## src/rtl/gilbert_elliott_channel.sv

```systemverilog
// Gilbert-Elliott two-state burst-noise channel model.
// A GOOD/BAD Markov chain, driven by a 16-bit state LFSR, selects the noise scaling that is
// applied to each accepted sample. A second LFSR supplies the raw noise.
// Both LFSRs step only on accepted samples, so the output depends on the sample index and
// not on idle gaps between samples.
// Optional feature: define GE_CHANNEL_SATURATE_EN to clamp the noisy sum instead of wrapping.
module gilbert_elliott_channel #(
  parameter int unsigned DATA_W     = 16,
  parameter int unsigned TH_W       = 8,
  parameter int unsigned P_GB       = 6,
  parameter int unsigned P_BB       = 52,
  parameter int unsigned GOOD_SHIFT = 12,
  parameter int unsigned BAD_SHIFT  = 6,
  parameter logic [15:0] SEED_ST    = 16'hACE1,
  parameter logic [15:0] SEED_NZ    = 16'h1D2B,
  parameter int unsigned CNT_W      = 24
) (
  input  logic              CLOCK_50,
  input  logic              reset,
  input  logic [1:0]        mode,
  input  logic              in_valid,
  input  logic [DATA_W-1:0] in_data,
  input  logic              stat_clr,
  output logic              out_valid,
  output logic [DATA_W-1:0] out_data,
  output logic              out_bad,
  output logic [CNT_W-1:0]  bad_cnt,
  output logic [CNT_W-1:0]  trans_cnt
);

  typedef enum logic {StGood = 1'b0, StBad = 1'b1} state_t;

  localparam logic [1:0]  ModeMarkov = 2'd0;
  localparam logic [1:0]  ModeGood   = 2'd1;
  localparam logic [1:0]  ModeBad    = 2'd2;
  localparam int unsigned ThCmpW     = TH_W + 1;
  // Thresholds are held one bit wider so that 2^TH_W is representable.
  localparam logic [ThCmpW-1:0] PGbTh = ThCmpW'(P_GB);
  localparam logic [ThCmpW-1:0] PBbTh = ThCmpW'(P_BB);
  // An all-zero seed would lock the LFSR.
  localparam logic [15:0] SeedSt  = (SEED_ST == 16'd0) ? 16'd1 : SEED_ST;
  localparam logic [15:0] SeedNz  = (SEED_NZ == 16'd0) ? 16'd1 : SEED_NZ;
  localparam logic [CNT_W-1:0] CntMax = '1;
  localparam logic [CNT_W-1:0] CntOne = CNT_W'(1);

  state_t                    r_state;
  state_t                    w_state_nxt;
  logic [15:0]               r_lfsr_st;
  logic [15:0]               r_lfsr_nz;
  logic [15:0]               w_lfsr_st_nxt;
  logic [15:0]               w_lfsr_nz_nxt;
  logic [ThCmpW-1:0]         w_u;
  logic                      w_eff_bad;
  logic                      w_noise_en;
  logic signed [15:0]        w_nz_pre;
  logic signed [DATA_W-1:0]  w_noise_raw;
  logic signed [DATA_W-1:0]  w_noise_scaled;
  logic [DATA_W-1:0]         w_sum;
  logic                      r_out_valid;
  logic [DATA_W-1:0]         r_out_data;
  logic                      r_out_bad;
  logic [CNT_W-1:0]          r_bad_cnt;
  logic [CNT_W-1:0]          r_trans_cnt;

  // x^16+x^14+x^13+x^11+1, shifted left with feedback into bit 0.
  assign w_lfsr_st_nxt = {r_lfsr_st[14:0],
                          r_lfsr_st[15] ^ r_lfsr_st[13] ^ r_lfsr_st[12] ^ r_lfsr_st[10]};
  assign w_lfsr_nz_nxt = {r_lfsr_nz[14:0],
                          r_lfsr_nz[15] ^ r_lfsr_nz[13] ^ r_lfsr_nz[12] ^ r_lfsr_nz[10]};

  assign w_u         = {1'b0, r_lfsr_st[TH_W-1:0]};
  assign w_nz_pre    = r_lfsr_nz;
  assign w_noise_raw = DATA_W'(w_nz_pre);

  // Effective channel state for the current sample and whether noise is applied.
  always_comb begin
    w_eff_bad  = 1'b0;
    w_noise_en = 1'b1;
    case (mode)
      ModeMarkov: w_eff_bad = (r_state == StBad);
      ModeGood:   w_eff_bad = 1'b0;
      ModeBad:    w_eff_bad = 1'b1;
      default:    w_noise_en = 1'b0;
    endcase
  end

  // Noise scaling; kept as separate signed assignments so >>> stays arithmetic.
  always_comb begin
    w_noise_scaled = '0;
    if (!w_noise_en) begin
      w_noise_scaled = '0;
    end else if (w_eff_bad) begin
      w_noise_scaled = w_noise_raw >>> BAD_SHIFT;
    end else begin
      w_noise_scaled = w_noise_raw >>> GOOD_SHIFT;
    end
  end

`ifdef GE_CHANNEL_SATURATE_EN
  logic [DATA_W:0] w_sum_ext;

  // Widened sum, clamped to the most positive or most negative value on overflow.
  always_comb begin
    w_sum_ext = {in_data[DATA_W-1], in_data}
              + {w_noise_scaled[DATA_W-1], w_noise_scaled};
    w_sum     = w_sum_ext[DATA_W-1:0];
    if (w_sum_ext[DATA_W] != w_sum_ext[DATA_W-1]) begin
      w_sum = w_sum_ext[DATA_W] ? {1'b1, {(DATA_W-1){1'b0}}} : {1'b0, {(DATA_W-1){1'b1}}};
    end
  end
`else
  // Plain two's-complement wrap-around.
  always_comb begin
    w_sum = in_data + w_noise_scaled;
  end
`endif

  // Markov next state; advances on every accepted sample regardless of mode.
  always_comb begin
    w_state_nxt = r_state;
    if (in_valid) begin
      case (r_state)
        StGood:  w_state_nxt = (w_u < PGbTh) ? StBad : StGood;
        default: w_state_nxt = (w_u < PBbTh) ? StBad : StGood;
      endcase
    end
  end

  // Markov state and LFSR registers.
  always_ff @(posedge CLOCK_50 or posedge reset) begin
    if (reset) begin
      r_state   <= StGood;
      r_lfsr_st <= SeedSt;
      r_lfsr_nz <= SeedNz;
    end else begin
      r_state <= w_state_nxt;
      if (in_valid) begin
        r_lfsr_st <= w_lfsr_st_nxt;
        r_lfsr_nz <= w_lfsr_nz_nxt;
      end
    end
  end

  // Output register; data and state hold across idle cycles.
  always_ff @(posedge CLOCK_50 or posedge reset) begin
    if (reset) begin
      r_out_valid <= 1'b0;
      r_out_data  <= '0;
      r_out_bad   <= 1'b0;
    end else begin
      r_out_valid <= in_valid;
      if (in_valid) begin
        r_out_data <= w_sum;
        r_out_bad  <= w_eff_bad;
      end
    end
  end

  // Saturating statistics counters; a clear overrides a same-cycle increment.
  always_ff @(posedge CLOCK_50 or posedge reset) begin
    if (reset) begin
      r_bad_cnt   <= '0;
      r_trans_cnt <= '0;
    end else if (stat_clr) begin
      r_bad_cnt   <= '0;
      r_trans_cnt <= '0;
    end else begin
      if (in_valid && w_eff_bad && (r_bad_cnt != CntMax)) begin
        r_bad_cnt <= r_bad_cnt + CntOne;
      end
      if ((w_state_nxt != r_state) && (r_trans_cnt != CntMax)) begin
        r_trans_cnt <= r_trans_cnt + CntOne;
      end
    end
  end

  assign out_valid = r_out_valid;
  assign out_data  = r_out_data;
  assign out_bad   = r_out_bad;
  assign bad_cnt   = r_bad_cnt;
  assign trans_cnt = r_trans_cnt;

endmodule

```

## config.mk

```make
export PLATFORM = sky130hd
export DESIGN_NAME = gilbert_elliott_channel
export DESIGN_NICKNAME = d
export VERILOG_FILES = /design/src/rtl/gilbert_elliott_channel.sv
export SDC_FILE = /design/constraint.sdc
export NUM_CORES = 1
export LEC_CHECK = 0
export ABC_AREA = 0
export CELL_PAD_IN_SITES_DETAIL_PLACEMENT = 0
export CELL_PAD_IN_SITES_GLOBAL_PLACEMENT = 2
export CORE_MARGIN = 2
export CORE_UTILIZATION = 35
export DETAILED_ROUTE_END_ITERATION = 10
export PLACE_DENSITY_LB_ADDON = 0.1
export SLEW_MARGIN = 5
export SYNTH_ARGS = -nofsm -noshare
export SYNTH_HDL_FRONTEND = slang
export SYNTH_SLANG_ARGS = --single-unit
```

## constraint.sdc

```tcl
create_clock -name CLOCK_50 -period 3.99 [get_ports CLOCK_50]
set_input_delay 0.5985 -clock CLOCK_50 [delete_from_list [all_inputs] [get_ports CLOCK_50]]
set_output_delay 0.5985 -clock CLOCK_50 [all_outputs]
set_load 0.02 [all_outputs]
```

* Word-level counts from Yosys, hierarchy flattened *
Cells that the tools add are included.

operators by class
  $add $sub $neg = 3
  order comparisons = 2
  equal/unequal tests = 5
  multiplexer cells = 12
  bitwise logic cells = 6
  reduce and logical (&&, ||, !) cells = 7

operators by type and width
  cell                     count
  $mux W24                 4
  $add A24 B1 Y24 const B  2
  $ne A24 B24 Y1 const B   2
  $add A16 B16 Y16         1
  $mux W16                 1
  $mux W9                  1
  $lt A8 B3 Y1 const B     1
  $lt A8 B6 Y1 const B     1
  $xor A1 B1 Y1            6
  $mux W1                  5
  $reduce_bool A2 Y1       2
  $logic_and A1 B1 Y1      3
  $reduce_or A3 Y1         1
  $eq A2 B1 Y1 const B     1
  $eq A2 B2 Y1 const B     1
  $logic_not A2 Y1         1
  $pmux W1 S2              1
  $ne A1 B1 Y1             1

storage, ports and cells
  register bits = 99
  input bits = 22
  output and inout port bits = 66

* Depth between registers and ports, before layout *
Gate-level depths: netlist of run 1.

  depth in word-level cells = 8
  depth in mapped cells = 11
  gate-level depth less buffers = 11

* Worst setup path after synthesis of run 1 *
No wires, ideal clock.

  kind = input to register
  start point = in mode[1]
  end point = reg r_out_data[13] (netlist: out_data[13])
  setup time = 0.071 ns
  data arrival time = 2.980 ns
  data required time = 3.919 ns
  setup slack = 0.939 ns
  cell stages on the path = 10
  buffers on the path = 1
  path through = o21ba_2 clkbuf_1 a22oi_1 inv_1 ha_1 a211o_1 a21oi_1 a211oi_1 or4b_2 nand4_1

on the way
  longest elaborated chain between the ends = 5
  elaborated cells on any way between the ends = 9
  classes of those cells = 1 x add/sub; 2 x eq/ne; 4 x mux; 2 x reduce/logical

RTL lines
  item                                             RTL line  source
  start: declaration                               20        input logic [1:0] mode,
  $eq A2 B2 Y1, or another cell as far along       79        case (mode)
  $pmux W1 S2 or $reduce_or A3 Y1 (tied branches)  n/a
  $mux W9 or $mux W1 (tied branches)               92, 79
  $mux W16 *                                       90        if (!w_noise_en) begin
  $add A16 B16 Y16 *                               114       w_sum = in_data + w_noise_scaled;
  end signal: assignment                           153       r_out_data <= w_sum;
  end: declaration                                 60        logic [DATA_W-1:0] r_out_data;

Every way passes the cells marked *; elsewhere a longest branch is shown, timed or not.
A chain may end at the register's enable or synchronous reset.

* Worst setup path after layout of run 1 *
  start point = in mode[0]
  end point = reg r_out_data[13] (netlist: out_data[13])

Same word-level chain as after synthesis.

==> summary.md, run 1 <==
| Metric | Value |
|---|---|
| # Max-Cap Violations | `0` |
| R2R Path Start | `r_state$_DFF_PP0_` |
| Largest net degree at the start of global routing | `57` |
| Fmax | `between 200 and 300 MHz` |
| Layout cell share with drive strength beyond 1 | `0.172` |
| Die X-Extent | `133 um` |
| Starting Density | `0.354` |
| Share of the synthesized area in the top cell type | `0.357` |
| Routed WL | `between 10 and 15 mm` |
| Die Y | `roughly 130 um` |
| Worst path cell trace | `clkdlybuf4s50_1, o21ba_2, a22oi_1, inv_1, ha_1, a211o_1, a21oi_1, a211oi_1, or4b_2, nand4_1` |
| Crit Path Max Fanout | `13` |
| DPL Wire Length | `10.2 mm` |
| Ys Warns | `0` |
| DR iter-0 viols | `between 200 and 250` |
| Status | `finished, final reports clean` |
| Site row count | `47` |
| Gr ovfl total | `0` |
| Measured slew at the worst slew-check pin | `984 ps` |
| Via/cell ratio | `~5.4` |
| Clock sinks | `99` |
| P&R area growth vs syn | `23.2%` |
| Fin. max-slew vios | `0` |
| Kind of critical path | `in -> reg` |
| Pre-CTS setup slack | `245 ps` |
| CTS clk-pin slew, worst paths | `approximately 80 ps` |
| CP Capture Type | `register` |
| Total CTS buffers | `9` |
| Hold depth | `2` |
| VDD IR max | `0.000231 V` |
| Most frequent cells in the layout | `clkdlybuf4s50_1, dfrtp_1, nand2_1, mux2_2, nor2_1` |
| I/O Pins | `just under 90` |
| Post-synth EDFFs | `0` |
| Die Area | `0.0177 sq mm` |
| Hold WC Path Type | `reg -> reg` |
| Slowest stage delay, CP | `640 ps` |
| DRT Pass-1 Iters | `4` |
| Async set-reset flop share out of synthesis | `1.00` |
| Worst hold endpoint | `out_data[1]$_DFFE_PP0P_` |
| Vias in the first global route | `about 4.6k` |
| Fill cells | `1583` |
| CTS max path bufs | `2` |
| Final hold vios | `0` |
| DRC | `0` |
| RSZ-0062 raised after global routing | `false` |
| Largest cells by area after synthesis | `dfrtp_1, mux2_2, dfstp_2` |
| Worst path required time | `4280 ps` |
| Routed WL per cell | `16.6 um` |
| Gpl congestion | `around 0.8` |
| Final ANT Viol Nets | `0` |
| Reg-to-Reg End | `out_data[13]$_DFFE_PP0P_` |
| Vias | `around 4.8k` |
| Worst Reg-to-Reg Cells | `9` |
| HP Start | `out_data[1]$_DFFE_PP0P_` |
| First-pass GRT wire length | `~25 mm` |
| Top FF cell, synth | `dfrtp_1` |
| Syn Inst Count | `approximately 590` |
| Mapped cell area | `~0.0058 sq mm` |
| Synth cell types | `68` |
| Clk root buf | `clkbuf_16` |
| Slew HR | `0.344` |
| Post_cts resized | `0` |
| Clock Skew | `between 7 and 8 ps` |
| R2R Setup Slk | `about 800 ps` |
| Post-synth top area cell | `dfrtp_1` |
| Antenna violations before repair | `0` |
| Port buffer count | `87` |
| GRT Util Overall | `0.171` |
| Post-Syn Nets | `627` |
| Clock Latency Late Sink | `~350 ps` |
| Leakage | `around 0.0029 uW` |
| Ant. Diodes | `0` |
| # setup viols final | `0` |
| Critical path's slowest cell | `or4b_2` |
| Arrival time worst endpoint | `about 3700 ps` |
| Post-CTS Setup Bufs | `0` |
| Tmin final | `3360 ps` |
| PwrDens | `512 mW/mm^2` |
| CTS tree | `done` |
| Fin crit share | `0.843` |
| Final WS setup | `between 600 and 700 ps` |
| Sequential element share of the synthesized area | `0.429` |
| Post-Syn Area per Cell | `9.91 sq um` |
| H-tree Lvls | `3` |
| Most common cell after layout, fill and taps aside | `clkdlybuf4s50_1` |
| TNS Setup | `0 ps` |
| Synth Register Bits | `99` |
| Core box area | `approximately 0.016 sq mm` |
| Nets@finish | `702` |
| # hold bufs at CTS | `0` |
| Critical Path Source Type | `primary input` |
metal layers:
metal	vias up	track usage	routed length [um]
li1	2326	-	-
met2	102	0.273	6920
met1	2349	0.238	6950
met3	13	0.0272	644
met4	0	0.0573	204
met5	-	0	0
final cells by class:
| type | instances | area, sq um | share of cell area |
|---|---|---|---|
| flip-flops and latches | 99 | 2500 | 0.349 |
| clock inverters | 7 | 63.8 | 0.00891 |
| well taps | 220 | 275 | 0.0384 |
| multi-input cells | 441 | 3120 | 0.436 |
| inverters | 17 | 66.3 | 0.00925 |
| clock buffers | 9 | 225 | 0.0314 |
| repair buffers | 94 | 913 | 0.127 |
how the worst max path moves through the flow:
stage | slack [ps] | to | depth (start not counted) | from
5_1_grt | 480 | out_data[13]$_DFFE_PP0P_ | 10 | mode[1]
6_report | 630 | out_data[13]$_DFFE_PP0P_ | 10 | mode[0]
2_1_floorplan | 830 | bad_cnt[0]$_DFFE_PP0P_ | 1 | reset
4_1_cts | 610 | out_data[13]$_DFFE_PP0P_ | 10 | mode[1]
3_3_place_gp | 330 | out_data[13]$_DFFE_PP0P_ | 10 | mode[0]
3_5_place_dp | 250 | out_data[13]$_DFFE_PP0P_ | 10 | mode[1]
critical path: cells and delay by family:
family,cells,cell delay (ps)
buffers and inverters,2,580
adder cells (fa/ha/maj),1,300
AND/OR/NAND/NOR,2,750
AO/OA/AOI/OAI,5,1430
report_power, final:
group	total, uW	switching, uW	leakage, uW	internal (uW)
logic	1290	643	0.00148	649
clock network	866	431	0.000142	435
registers	1510	194	0.00125	1320
total	3670	1270	0.00287	2400
cell families after synthesis:
family | Yosys count | share of synthesized area
AO/OA/AOI/OAI | 123 | 0.144
multiplexers | 51 | 0.104
adder cells (fa/ha/maj) | 18 | 0.0400
flip-flops | 99 | 0.429
buffers and inverters | 47 | 0.0333
AND/OR/NAND/NOR | 231 | 0.223
XOR/XNOR | 18 | 0.0271
synth_stat cells (all sizes together) (5+ instances only):
library cell and instances:
and2 5, o21a 7, ha 17, dfstp 16
inv 17, dfrtp 83, nand4 14, a211oi 5
and4 7, a21o 5, nor2 39, clkbuf 19
xnor2 17, or3 6, or4 17, mux2 51
nor4 6, and3 12, o31ai 14, nor2b 18
a21oi 32, o21ai 20, nand3 23, nand2 56
buf 11, nor3 16, a31oi 5, a311oi 6
registers in the layout (all words and copies together), names as in the netlist:
register / cells
bad_cnt: 24
trans_cnt: 24
out_data: 16
r_lfsr_nz: 16
r_lfsr_st: 16
out_bad: 1
out_valid: 1
r_state: 1
metrics by stage:
step	util	power, uW	hold slack, ps	area [sq um]	std cells
2_1_floorplan	-	2390	465	5820	587
3_3_place_gp	0.419	2800	468	6880	871
3_5_place_dp	0.419	2830	475	6880	871
4_1_cts	0.437	3720	491	7170	887
5_1_grt	0.437	3920	513	7170	887
6_report	0.437	3670	488	7170	887
Note: power is estimated with default switching activity, not from simulation.
==> run 2: changes to the inputs <==
==> constraint.sdc (replaced) <==
create_clock -name CLOCK_50 -period 3.5 [get_ports CLOCK_50]
set_input_delay 0.525 -clock CLOCK_50 [delete_from_list [all_inputs] [get_ports CLOCK_50]]
set_output_delay 0.525 -clock CLOCK_50 [all_outputs]
set_load 0.02 [all_outputs]
==> summary.md, run 2 (same netlist as run 1, synthesis figures left out) <==
| Metric | Value |
|---|---|
| DPL Wire Length | `10.4 mm` |
| Core box area | `0.0164 sq mm` |
| Via/cell ratio | `5.31` |
| Starting Density | `0.354` |
| Clock sinks | `between 90 and 100` |
| DRT Pass-1 Iters | `4` |
| P&R area growth vs syn | `25.0%` |
| Slew HR | `0.483` |
| DRC | `0` |
| CTS max path bufs | `2` |
| Status | `finished, final reports clean` |
| Most frequent cells in the layout | `clkdlybuf4s50_1, dfrtp_1, nand2_1, mux2_2, nor2_1` |
| Kind of critical path | `in -> reg` |
| DR iter-0 viols | `~200` |
| VDD IR max | `~0.00024 V` |
| First-pass GRT wire length | `around 25 mm` |
| Die X-Extent | `133 um` |
| Gpl congestion | `around 0.84` |
| Final ANT Viol Nets | `0` |
| Arrival time worst endpoint | `3360 ps` |
| Largest net degree at the start of global routing | `45` |
| Measured slew at the worst slew-check pin | `775 ps` |
| Crit Path Max Fanout | `4` |
| Fill cells | `between 1.5k and 2k` |
| Vias | `roughly 4.7k` |
| PwrDens | `a little under 600 mW/mm^2` |
| Final WS setup | `about 420 ps` |
| Post-CTS Setup Bufs | `0` |
| Fmax | `between 300 and 400 MHz` |
| Total CTS buffers | `9` |
| Final hold vios | `0` |
| I/O Pins | `88` |
| Layout cell share with drive strength beyond 1 | `0.181` |
| Site row count | `47` |
| Worst path required time | `3780 ps` |
| Most common cell after layout, fill and taps aside | `clkdlybuf4s50_1` |
| Gr ovfl total | `0` |
| # Max-Cap Violations | `0` |
| CTS tree | `done` |
| Critical Path Source Type | `primary input` |
| Clock Latency Late Sink | `340 ps` |
| # hold bufs at CTS | `0` |
| Post_cts resized | `0` |
| GRT Util Overall | `0.173` |
| Hold WC Path Type | `reg -> reg` |
| H-tree Lvls | `3` |
| Fin crit share | `0.881` |
| Ant. Diodes | `0` |
| CP Capture Type | `register` |
| Fin. max-slew vios | `0` |
| Storage cell area | `about 0.0025 sq mm` |
| Leakage | `between 0.002 and 0.003 uW` |
| Clk root buf | `clkbuf_16` |
| Nets@finish | `709` |
| Clock Skew | `slightly below 8 ps` |
| Vias in the first global route | `4796` |
| CTS clk-pin slew, worst paths | `approximately 70 ps` |
| Port buffer count | `87` |
| RSZ-0062 raised after global routing | `false` |
| Antenna violations before repair | `0` |
| Die Area | `0.0177 sq mm` |
| Routed WL per cell | `roughly 16 um` |
| Worst Reg-to-Reg Cells | `9` |
| Tmin final | `3080 ps` |
| Multi-input gate area | `about 0.0031 sq mm` |
| TNS Setup | `0 ps` |
| # setup viols final | `0` |
| Routed WL | `approximately 15 mm` |
| Die Y | `133 um` |
| Pre-CTS setup slack | `roughly 74 ps` |
| Hold depth | `2` |
run 2: cell types whose count changed in the layout (fill, tap and decap cells not counted), sizes merged:
cell,before,now
inv,18,17
clkbuf,9,11
buf,9,16
clkinv,6,3
bufinv,0,2
run 2: worst paths after layout:
kind,from,slack [ps],endpoint
setup reg to reg,r_state$_DFF_PP0_,540,out_data[13]$_DFFE_PP0P_
hold / removal,out_data[1]$_DFFE_PP0P_,490,out_data[1]$_DFFE_PP0P_
setup / recovery,mode[0],420,out_data[13]$_DFFE_PP0P_
max in group asynchronous,reset,2130,r_lfsr_nz[3]$_DFFE_PP1P_
hold reg to reg,out_data[1]$_DFFE_PP0P_,490,out_data[1]$_DFFE_PP0P_
min in group asynchronous,reset,610,bad_cnt[0]$_DFFE_PP0P_
run 2: where the power goes:
group	internal [uW]	total (uW)	switching, uW	leakage [uW]
combinational	755	1490	732	0.00152
clock	663	1110	446	0.000165
sequential	1500	1720	218	0.00125
total	2920	4320	1400	0.00293
run 2: worst max-delay path, cell delays in order:
cell	delay (ps)
clkdlybuf4s50_1	500
o21ba_2	190
a22oi_1	230
inv_1	70
ha_1	290
a211o_1	310
a21oi_1	320
a211oi_1	170
or4b_2	640
nand4_1	110
run 2: layout make-up:
| type | instances | share of cell area |
|---|---|---|
| Timing Repair Buffer | 101 | 0.135 |
| Sequential cell | 99 | 0.344 |
| Clock inverter | 5 | 0.0103 |
| Inverter | 17 | 0.00912 |
| Multi-Input combinational cell | 441 | 0.430 |
| Clock buffer | 11 | 0.0348 |
| Tap cell | 220 | 0.0379 |
run 2: through the flow:
| step | utilization | power (uW) | hold WS (ps) | cell area (sq um) | cells |
|---|---|---|---|---|---|
| after floorplan | - | 2720 | 465 | 5820 | 587 |
| after global placement | 0.423 | 3220 | 468 | 6940 | 878 |
| after detailed placement | 0.423 | 3250 | 474 | 6940 | 878 |
| after CTS | 0.443 | 4380 | 492 | 7270 | 894 |
| after global routing | 0.443 | 4610 | 517 | 7270 | 894 |
| final | 0.443 | 4320 | 488 | 7270 | 894 |
run 2: routing by layer:
layer	wire length [um]	track usage	share of wire	vias up
li1	-	-	-	2329
met1	7270	0.241	0.49	2320
met2	6790	0.272	0.46	82
met3	485	0.0345	0.033	13
met4	196	0.0538	0.013	0
met5	0	0	0	-
